==> src/rtl/cpu_pkg.sv <==
// rtl/cpu_pkg.sv - shared types and widths for the ALU writeback stage
// State set depends on WB_TIMEOUT_EN (adds ST_ABORT).
package cpu_pkg;

  localparam int DATA_W = 16;

  typedef enum logic [1:0] {
    CLS_LOAD   = 2'd0,
    CLS_STORE  = 2'd1,
    CLS_BRANCH = 2'd2,
    CLS_ALU    = 2'd3
  } cls_e;

`ifdef WB_TIMEOUT_EN
  typedef enum logic [2:0] {
    ST_IDLE     = 3'd0,
    ST_WAIT_ALU = 3'd1,
    ST_MEM      = 3'd2,
    ST_WB       = 3'd3,
    ST_DONE     = 3'd4,
    ST_ABORT    = 3'd5
  } state_e;
`else
  typedef enum logic [2:0] {
    ST_IDLE     = 3'd0,
    ST_WAIT_ALU = 3'd1,
    ST_MEM      = 3'd2,
    ST_WB       = 3'd3,
    ST_DONE     = 3'd4
  } state_e;
`endif

endpackage

==> src/rtl/wb_pc_adder.sv <==
// rtl/wb_pc_adder.sv - combinational next-PC candidates
// Produces pc+1 and pc+1+sext(offset), both modulo 2^16.
module wb_pc_adder
  import cpu_pkg::*;
(
  input  logic [DATA_W-1:0] i_pc,
  input  logic [5:0]        i_offset,
  output logic [DATA_W-1:0] o_pc_inc,
  output logic [DATA_W-1:0] o_pc_br
);

  logic [DATA_W-1:0] w_sext;

  assign w_sext   = {{(DATA_W-6){i_offset[5]}}, i_offset};
  assign o_pc_inc = i_pc + DATA_W'(1);
  assign o_pc_br  = o_pc_inc + w_sext;

endmodule

==> src/rtl/alu_writeback_stage.sv <==
// rtl/alu_writeback_stage.sv - post-execute stage: memory access, RF writeback or PC update
// Optional WB_TIMEOUT_EN adds a WAIT_ALU/MEM watchdog, ABORT state and sticky err.
module alu_writeback_stage
  import cpu_pkg::*;
#(
  parameter int TIMEOUT = 64,
  parameter int RF_AW   = 3
) (
  input  logic                clk,
  input  logic                resetALU,
  input  logic                start,
  input  logic [1:0]          cls,
  input  logic [RF_AW-1:0]    rd_idx,
  input  logic [DATA_W-1:0]   pc,
  input  logic [5:0]          offset,
  input  logic [DATA_W-1:0]   store_data,
  input  logic [DATA_W-1:0]   result,
  input  logic                executeComplete,
  input  logic                branchExecute,
  output logic                dm_req,
  output logic                dm_we,
  output logic [DATA_W-1:0]   dm_addr,
  output logic [DATA_W-1:0]   dm_wdata,
  input  logic [DATA_W-1:0]   dm_rdata,
  input  logic                dm_ack,
  output logic                rf_we,
  output logic [RF_AW-1:0]    rf_waddr,
  output logic [DATA_W-1:0]   rf_wdata,
  output logic [DATA_W-1:0]   pc_next,
  output logic                pc_load,
  output logic                busy,
  output logic                done,
  output logic                err
);

  if (TIMEOUT < 2) begin : g_timeout_range
    $error("alu_writeback_stage: TIMEOUT must be at least 2");
  end

  state_e             r_state;
  cls_e               r_cls;
  logic [RF_AW-1:0]   r_rd;
  logic [DATA_W-1:0]  r_pc;
  logic [5:0]         r_off;
  logic [DATA_W-1:0]  r_sdata;
  logic               r_lvl_prev;

  logic               w_lvl;
  logic               w_edge;
  logic [DATA_W-1:0]  w_pc_inc;
  logic [DATA_W-1:0]  w_pc_br;

`ifdef WB_TIMEOUT_EN
  localparam int CNT_W = $clog2(TIMEOUT + 1);
  logic [CNT_W-1:0]   r_cnt;
  logic               w_expire;
  assign w_expire = (r_cnt == CNT_W'(TIMEOUT - 1));
`else
  assign err = 1'b0;
`endif

  // The previous level tracks continuously, so a level left high by the prior
  // instruction cannot produce an edge in WAIT_ALU.
  assign w_lvl  = executeComplete | branchExecute;
  assign w_edge = w_lvl & ~r_lvl_prev;

  wb_pc_adder u_pc_adder (
    .i_pc     (r_pc),
    .i_offset (r_off),
    .o_pc_inc (w_pc_inc),
    .o_pc_br  (w_pc_br)
  );

  always_ff @(posedge clk or posedge resetALU) begin
    if (resetALU) begin
      r_state    <= ST_IDLE;
      r_cls      <= CLS_LOAD;
      r_rd       <= '0;
      r_pc       <= '0;
      r_off      <= '0;
      r_sdata    <= '0;
      r_lvl_prev <= 1'b0;
      dm_req     <= 1'b0;
      dm_we      <= 1'b0;
      dm_addr    <= '0;
      dm_wdata   <= '0;
      rf_we      <= 1'b0;
      rf_waddr   <= '0;
      rf_wdata   <= '0;
      pc_next    <= '0;
      pc_load    <= 1'b0;
      busy       <= 1'b0;
      done       <= 1'b0;
`ifdef WB_TIMEOUT_EN
      r_cnt      <= '0;
      err        <= 1'b0;
`endif
    end else begin
      r_lvl_prev <= w_lvl;
      done       <= 1'b0;
      pc_load    <= 1'b0;
      rf_we      <= 1'b0;
      case (r_state)
        ST_IDLE: begin
          if (start) begin
            r_cls   <= cls_e'(cls);
            r_rd    <= rd_idx;
            r_pc    <= pc;
            r_off   <= offset;
            r_sdata <= store_data;
            busy    <= 1'b1;
            r_state <= ST_WAIT_ALU;
`ifdef WB_TIMEOUT_EN
            r_cnt   <= '0;
`endif
          end
        end
        ST_WAIT_ALU: begin
          if (w_edge) begin
            case (r_cls)
              CLS_LOAD, CLS_STORE: begin
                dm_req   <= 1'b1;
                dm_we    <= (r_cls == CLS_STORE);
                dm_addr  <= result;
                dm_wdata <= (r_cls == CLS_STORE) ? r_sdata : '0;
                r_state  <= ST_MEM;
`ifdef WB_TIMEOUT_EN
                r_cnt    <= '0;
`endif
              end
              CLS_ALU: begin
                rf_we    <= (r_rd != '0);
                rf_waddr <= r_rd;
                rf_wdata <= result;
                r_state  <= ST_WB;
              end
              CLS_BRANCH: begin
                done     <= 1'b1;
                pc_load  <= 1'b1;
                pc_next  <= branchExecute ? w_pc_br : w_pc_inc;
                r_state  <= ST_DONE;
              end
            endcase
          end
`ifdef WB_TIMEOUT_EN
          else if (w_expire) begin
            done    <= 1'b1;
            err     <= 1'b1;
            r_state <= ST_ABORT;
          end else begin
            r_cnt   <= r_cnt + CNT_W'(1);
          end
`endif
        end
        ST_MEM: begin
          if (dm_ack) begin
            dm_req <= 1'b0;
            dm_we  <= 1'b0;
            if (r_cls == CLS_LOAD) begin
              rf_we    <= (r_rd != '0);
              rf_waddr <= r_rd;
              rf_wdata <= dm_rdata;
              r_state  <= ST_WB;
            end else begin
              done    <= 1'b1;
              pc_load <= 1'b1;
              pc_next <= w_pc_inc;
              r_state <= ST_DONE;
            end
          end
`ifdef WB_TIMEOUT_EN
          else if (w_expire) begin
            dm_req  <= 1'b0;
            dm_we   <= 1'b0;
            done    <= 1'b1;
            err     <= 1'b1;
            r_state <= ST_ABORT;
          end else begin
            r_cnt   <= r_cnt + CNT_W'(1);
          end
`endif
        end
        ST_WB: begin
          done    <= 1'b1;
          pc_load <= 1'b1;
          pc_next <= w_pc_inc;
          r_state <= ST_DONE;
        end
        ST_DONE: begin
          busy    <= 1'b0;
          r_state <= ST_IDLE;
        end
`ifdef WB_TIMEOUT_EN
        ST_ABORT: begin
          busy    <= 1'b0;
          r_state <= ST_IDLE;
        end
`endif
        default: begin
          busy    <= 1'b0;
          dm_req  <= 1'b0;
          dm_we   <= 1'b0;
          r_state <= ST_IDLE;
        end
      endcase
    end
  end

endmodule

==> config.mk <==
export PLATFORM = sky130hd
export DESIGN_NAME = alu_writeback_stage
export DESIGN_NICKNAME = d
export VERILOG_FILES = /design/src/rtl/cpu_pkg.sv /design/src/rtl/wb_pc_adder.sv /design/src/rtl/alu_writeback_stage.sv
export SDC_FILE = /design/constraint.sdc
export NUM_CORES = 1
export LEC_CHECK = 0
export ABC_AREA = 1
export CAP_MARGIN = 10
export CORE_MARGIN = 2
export CORE_UTILIZATION = 51
export CTS_BUF_LIST = sky130_fd_sc_hd__clkbuf_2 sky130_fd_sc_hd__clkbuf_4 sky130_fd_sc_hd__clkbuf_8
export CTS_CLUSTER_SIZE = 30
export DETAILED_ROUTE_END_ITERATION = 7
export MAX_ROUTING_LAYER = met4
export PLACE_DENSITY = 0.89
export SLEW_MARGIN = 20
export SYNTH_ARGS = -nofsm -noshare
export SYNTH_HDL_FRONTEND = slang
export SYNTH_SLANG_ARGS = --single-unit
==> constraint.sdc <==
create_clock -name clk -period 5.6 [get_ports clk]
set_clock_uncertainty 0.2 [all_clocks]
set_input_delay 1.12 -clock clk [delete_from_list [all_inputs] [get_ports clk]]
set_output_delay 1.12 -clock clk [all_outputs]
set_load 0.005 [all_outputs]
==> results of run 1 <==
power groups by stage:
stage / Clock (mW) / Combinational (mW) / Sequential [mW]
finish: 0.843 / 2.53 / 1.55
global route: 0.894 / 2.86 / 1.60
CTS: 0.857 / 2.53 / 1.55
detailed placement: 0 / 2.50 / 1.56
global placement: 0 / 2.43 / 1.54
floorplan: 0 / 1.59 / 1.52
worst paths after layout:
path                                         start                       to  depth (start not counted)
setup / recovery               r_pc[0]$_DFFE_PP0P_  pc_next[15]$_DFFE_PP0P_                         20
hold / removal             rf_waddr[1]$_DFFE_PP0P_  rf_waddr[1]$_DFFE_PP0P_                          2
setup reg to reg               r_pc[0]$_DFFE_PP0P_  pc_next[15]$_DFFE_PP0P_                         20
hold reg to reg            rf_waddr[1]$_DFFE_PP0P_  rf_waddr[1]$_DFFE_PP0P_                          2
max in group asynchronous                 resetALU   dm_addr[5]$_DFFE_PP0P_                          3
min in group asynchronous                 resetALU   pc_next[3]$_DFFE_PP0P_                          2
layout by cell type, fill, tap and decap left out, types with 2 or more instances in the layout:
cell type,count
clkdlybuf4s50_1,153
xor2_1,7
o21ai_1,2
inv_4,3
nand4_1,5
nand3_4,2
o211ai_2,4
dfrtp_1,119
nor3_1,3
a31oi_1,4
mux2_2,18
nand2_1,214
inv_1,87
nand3_1,39
clkinv_2,2
ha_1,20
bufinv_16,3
xnor2_1,2
o21ai_0,62
clkbuf_4,3
nand3b_1,3
a21oi_1,42
buf_4,5
nand2_2,3
nor2_1,68
clkbuf_8,22
nor2_2,2
clkinvlp_4,2
inv_2,3
cells by family after synthesis:
logic type | Yosys count
AO/OA/AOI/OAI | 120
XOR/XNOR | 9
adder cells (fa/ha/maj) | 21
buffers and inverters | 119
flip-flops | 119
multiplexers | 18
other | 1
AND/OR/NAND/NOR | 344
worst register-to-register path: stages, from the launching register on:
cell and delay (ns):
dfrtp_1 0.37, ha_1 0.17, nand2_1 0.07, inv_1 0.10, nand3_1 0.10, nor2_1 0.14, inv_1 0.08, nor2_1 0.18
nand2_1 0.08, nand2_1 0.17, ha_1 0.31, nand2_1 0.14, nand2_1 0.11, nand2_1 0.07, nand2_1 0.07, a21oi_1 0.21
nand3_1 0.14, nand3_1 0.10, nand2_1 0.05, nand3_1 0.06, nand2_1 0.05
state kept, by name, summed over array words and instances, names as in the netlist:
| signal | count |
|---|---|
| busy | 1 |
| dm_addr | 16 |
| dm_req | 1 |
| dm_wdata | 16 |
| dm_we | 1 |
| done | 1 |
| pc_next | 16 |
| r_cls | 2 |
| r_lvl_prev | 1 |
| r_off | 6 |
| r_pc | 16 |
| r_rd | 3 |
| r_sdata | 16 |
| r_state | 3 |
| rf_waddr | 3 |
| rf_wdata | 16 |
| rf_we | 1 |
Yosys cell counts (2+ instances only):
library cell and number:
inv_2 3, nand4_1 5, clkbuf_1 8, nor2_2 2
nor2_1 68, nand3_1 40, dfrtp_1 119, nand2_1 214
nor3_1 3, o211ai_2 4, a21oi_1 42, buf_4 3
xnor2_1 2, o21ai_1 2, buf_2 14, o21ai_0 62
inv_1 88, xor2_1 7, nand2_2 3, mux2_2 18
a31oi_1 4, nand3b_1 3, inv_4 2, ha_1 20
area by class of cell:
class,instances,share of cell area
Clock inverter,7,0.0141
Tap cell,143,0.0219
Sequential cell,119,0.365
Clock buffer,25,0.0399
Multi-Input combinational cell,513,0.323
Inverter,93,0.0437
Timing Repair Buffer,158,0.192
metal layers:
layer | vias up | track usage
li1 | 2707 | -
met1 | 2511 | 0.338
met2 | 203 | 0.403
met3 | 37 | 0.0498
met4 | 0 | 0.117
met5 | - | -
==> flow_metrics.env, run 1 <==
export IMPL_status="completed"
export IMPL_grt_overflow_total=0
export IMPL_drc=0
export IMPL_first_global_vias=5431
export IMPL_grt_max_degree=58
export IMPL_met2_length_um=7120
export IMPL_cts_repair_resized=0
export IMPL_ys_seq_area_frac=0.489
export IMPL_postCtsSetupBuffers=0
export IMPL_cp_num_buf_inv=2
export IMPL_grt_pass1_wl_um=25900
export IMPL_die_area_sq_um=12800
export IMPL_synthTopCellsByArea="dfrtp_1 49%, nand2_1 13%, inv_1 5.4%"
export IMPL_synth_warnings=0
export IMPL_finalInstanceArea_sq_um=8160
export IMPL_n_antenna_cell=0
export IMPL_clkLatencyLatePin_ns=0.43
export IMPL_power_frac_seq=0.315
export IMPL_critPathLaunchType="flop"
export IMPL_cpMostUsedCell="nand2_1"
export IMPL_utilization=0.706
export IMPL_place_hpwl_um=11000
export IMPL_leakagePower_nw=4.06
export IMPL_first_pass_iters=6
export IMPL_nets=1004
export IMPL_cts_tree="done"
export IMPL_slowest_stage="dfrtp_1"
export IMPL_placed_area_sq_um=7710
export IMPL_routed_wirelength_um=15200
export IMPL_hold_viol=0
export IMPL_hp_class="reg2reg"
export IMPL_top_layer_used="met4"
export IMPL_slew_headroom=0.519
export IMPL_whs_ns=0.272
export IMPL_synth_fp_nets=853
export IMPL_ctsRootBufferMaster="clkbuf_8"
export IMPL_fin_crit_sh=0.550
export IMPL_drv_cap=0
export IMPL_rrSetupSlack_ns=2.52
export IMPL_p_sw_frac=0.400
export IMPL_rsz0062_at_grt="false"
export IMPL_synth_edff_count=0
export IMPL_cp_max_fo=5
export IMPL_yosys_area_share_simple=0.231
export IMPL_grt_antenna_before_repair=0
export IMPL_syn_avg_cell_area_sq_um=8.12
export IMPL_synth_top_family_by_area="simple AND/OR/NAND/NOR gates"
export IMPL_dp_cells=1026
export IMPL_synth_fa_ha_area_frac=0.0443
export IMPL_vias_per_cell=5.16
export IMPL_critPathCaptureType="flop"
export IMPL_synth_main_ff_cell="dfrtp_1"
export IMPL_antenna_left=0
export IMPL_crit_arrival_ns=3.20
export IMPL_p_per_area_nw_per_um2=604
export IMPL_drtIter0Drc=406
export IMPL_syn_instance_count=751
export IMPL_netlist_top_cell_by_area="dfrtp_1"
export IMPL_fin_ws_ns=2.52
export IMPL_crit_required_ns=5.72
export IMPL_combPwrFrac=0.514
export IMPL_finalSetupTns_ns=0
export IMPL_setup_viol=0
export IMPL_cts_inserted_buffers=17
export IMPL_h_tree_depth=4
export IMPL_fp_row_count=39
export IMPL_die_width_um=113
export IMPL_max_stage_delay_ns=0.37
export IMPL_regArea_sq_um=2980
export IMPL_cp_cell_sequence="ha_1, nand2_1, inv_1, nand3_1, nor2_1, inv_1, nor2_1, nand2_1, nand2_1, ha_1, nand2_1, nand2_1, nand2_1, nand2_1, a21oi_1, nand3_1, nand3_1, nand2_1, nand3_1, nand2_1"
export IMPL_area_growth_pct=33.9
export IMPL_cts_buffer_depth=2
export IMPL_core_sq_um=11600
export IMPL_instances_no_fill=1058
export IMPL_critPathKind="reg2reg"
export IMPL_met1Wirelength_um=6770
export IMPL_vias=5458
export IMPL_drive_above_1_share=0.0820
export IMPL_yosysTopAreaCellShare=0.489
export IMPL_fill_cells=881
export IMPL_cts_sinks=119
export IMPL_num_io_pins=155
export IMPL_syn_area_sq_um=6100
export IMPL_dpl_worst_slack_ns=2.10
export IMPL_ys_seq_elements=119
export IMPL_start_util=0.527
export IMPL_worst_ir_drop_vdd_v=0.000263
export IMPL_fmax_ghz=0.324
export IMPL_grt_use_total=0.261
export IMPL_wl_per_cell_um=14.3
export IMPL_pwr_share_clk=0.171
export IMPL_cp_top_family="simple AND/OR/NAND/NOR gates"
export IMPL_gp_congestion=0.957
export IMPL_period_needed_ns=3.08
export IMPL_power_mw=4.93
export IMPL_multi_input_area_sq_um=2640
export IMPL_synth_xor_area_share=0.0129
export IMPL_io_buffers=153
export IMPL_ctsHoldBuffers=0
export IMPL_ys_types=39
export IMPL_synthMuxAreaShare=0.0333
export IMPL_path_clk_slew_ns=0.07
export IMPL_tightest_slew_ns=0.721
export IMPL_synth_compound_area_frac=0.109
export IMPL_async_reset_ff_frac=1.00
export IMPL_die_h_um=113
export IMPL_slew_violations=0
export IMPL_wl_met3_um=818
export IMPL_power_switching_mw=1.97
export IMPL_p_int_mw=2.96
No activity file was read; power rests on OpenSTA's default activity.
==> run 2, diff against run 1 <==
==> constraint.sdc (replaced) <==
create_clock -name clk -period 2.9 [get_ports clk]
set_clock_uncertainty 0.2 [all_clocks]
set_input_delay 0.58 -clock clk [delete_from_list [all_inputs] [get_ports clk]]
set_output_delay 0.58 -clock clk [all_outputs]
set_load 0.005 [all_outputs]
==> run 2 against run 1 <==
Effect of this change:
- wire length grew 0.83%
- largest cell class unchanged
- die area is the same
- first-iteration DRC count shrank 8.9%
- power grew 97%
- sequential power grew 94%
==> flow_metrics.env, run 2 (synthesis gave the netlist of run 1 again) <==
export IMPL_grt_busiest_layer="met2"
export IMPL_cts_sinks=119
export IMPL_hp_class="reg2reg"
export IMPL_grt_max_degree=83
export IMPL_ctsRootBufferMaster="clkbuf_8"
export IMPL_first_pass_iters=5
export IMPL_die_area_sq_um=12800
export IMPL_met2_usage=0.389
export IMPL_path_clk_slew_ns=0.07
export IMPL_dpl_worst_slack_ns=-0.00575
export IMPL_num_io_pins=155
export IMPL_finalSetupTns_ns=0
export IMPL_gp_congestion=0.923
export IMPL_die_width_um=113
export IMPL_grt_antenna_before_repair=0
export IMPL_min_from="rf_waddr[1]$_DFFE_PP0P_"
export IMPL_rrSetupSlack_ns=0.15
export IMPL_drtIter0Drc=370
export IMPL_status="completed"
export IMPL_fin_crit_sh=0.947
export IMPL_rr_startpoint="r_pc[1]$_DFFE_PP0P_"
export IMPL_crit_path_start="r_pc[1]$_DFFE_PP0P_"
export IMPL_crit_required_ns=3.03
export IMPL_core_sq_um=11600
export IMPL_critPathCaptureType="flop"
export IMPL_antenna_left=0
export IMPL_setup_viol=0
export IMPL_power_mw=9.71
export IMPL_slew_violations=0
export IMPL_area_growth_pct=36.6
export IMPL_critPathLaunchType="flop"
export IMPL_cp_max_fo=7
export IMPL_drive_above_1_share=0.115
export IMPL_drv_cap=0
export IMPL_vias_per_cell=5.16
export IMPL_grt_overflow_total=0
export IMPL_instances_no_fill=1066
export IMPL_grtUsageMet1=0.333
export IMPL_crit_arrival_ns=2.87
export IMPL_dp_cells=1030
export IMPL_tightest_slew_ns=0.760
export IMPL_drc=0
export IMPL_ctsHoldBuffers=0
export IMPL_n_antenna_cell=0
export IMPL_routed_wirelength_um=15300
export IMPL_leakagePower_nw=4.09
export IMPL_clkLatencyLatePin_ns=0.43
export IMPL_first_global_vias=5148
export IMPL_cts_inserted_buffers=17
export IMPL_fin_ws_ns=0.153
export IMPL_fill_cells=866
export IMPL_p_per_area_nw_per_um2=1170
export IMPL_hold_viol=0
export IMPL_fmax_ghz=0.364
export IMPL_vias=5497
export IMPL_slew_headroom=0.493
export IMPL_cts_tree="done"
export IMPL_grt_pass1_wl_um=25000
export IMPL_die_h_um=113
export IMPL_wl_per_cell_um=14.3
export IMPL_critPathKind="reg2reg"
export IMPL_io_buffers=153
export IMPL_nets=1012
export IMPL_place_hpwl_um=11100
export IMPL_fp_row_count=39
export IMPL_worst_ir_drop_vdd_v=0.000551
export IMPL_mostFrequentLayoutCells="210 x nand2_1, 153 x clkdlybuf4s50_1, 118 x dfrtp_1, 84 x inv_1, 63 x nor2_1"
export IMPL_met3_usage=0.0541
export IMPL_start_util=0.527
export IMPL_period_needed_ns=2.75
export IMPL_cts_buffer_depth=2
export IMPL_final_common_cell="nand2_1"
export IMPL_grt_use_total=0.253
export IMPL_h_tree_depth=4
==> run 2: cell type report <==
class | instances | area (sq um) | share of cell area
Sequential cell | 119 | 2980 | 0.358
Multi-Input combinational cell | 513 | 2730 | 0.328
Timing Repair Buffer | 166 | 1670 | 0.200
Inverter | 93 | 358 | 0.0430
Clock buffer | 17 | 234 | 0.0281
Tap cell | 143 | 179 | 0.0215
Clock inverter | 15 | 175 | 0.0210
==> run 2: metrics by stage <==
| step | cell area (sq um) | hold WS [ns] | utilization |
|---|---|---|---|
| floorplan | 6100 | 0.263 | - |
| global placement | 7780 | 0.254 | 0.673 |
| detailed placement | 7780 | 0.257 | 0.673 |
| CTS | 8200 | 0.275 | 0.709 |
| global route | 8320 | 0.299 | 0.720 |
| finish | 8320 | 0.272 | 0.720 |
==> run 2: worst paths after layout <==
| kind | to | cells after the start |
|---|---|---|
| setup / recovery | pc_next[15]$_DFFE_PP0P_ | 21 |
| hold / removal | rf_waddr[1]$_DFFE_PP0P_ | 2 |
| setup reg to reg | pc_next[15]$_DFFE_PP0P_ | 21 |
| hold reg to reg | rf_waddr[1]$_DFFE_PP0P_ | 2 |
| max in group asynchronous | rf_waddr[2]$_DFFE_PP0P_ | 3 |
| min in group asynchronous | dm_wdata[1]$_DFFE_PP0P_ | 3 |
==> run 2: routing by layer <==
metal  wire [um]  up-vias
met5           0        -
met4         439        0
met3         872       40
met2        7160      192
met1        6810     2551
li1            -     2714
==> run 2: repair_timing <==
item,in CTS,in global routing
setup endpoints to repair,1,7
pin swaps,0,12
setup buffers,0,4
gates cloned,0,0
resized for setup,2,26
==> run 2: report_power, final <==
| group | switching (mW) | internal [mW] | total [mW] |
|---|---|---|---|
| combinational | 2.72 | 2.42 | 5.14 |
| clock | 0.711 | 0.852 | 1.56 |
| sequential | 0.550 | 2.46 | 3.01 |
==> run 2: worst max-delay path, stage by stage (launching register included) <==
cell and delay (ns):
dfrtp_1 0.37, ha_2 0.18, nand2_1 0.07, inv_2 0.08, nand3_2 0.08, nor2_2 0.15, inv_2 0.07, nor2_4 0.12
nand2_1 0.07, nand2_2 0.07, nand2_2 0.07, ha_4 0.31, nand2_2 0.09, nor2_4 0.10, and3_1 0.16, nand2_1 0.07
nand2_1 0.06, nand2_1 0.06, nand3_1 0.11, nand2_1 0.05, nand3_1 0.06, nand2_1 0.05
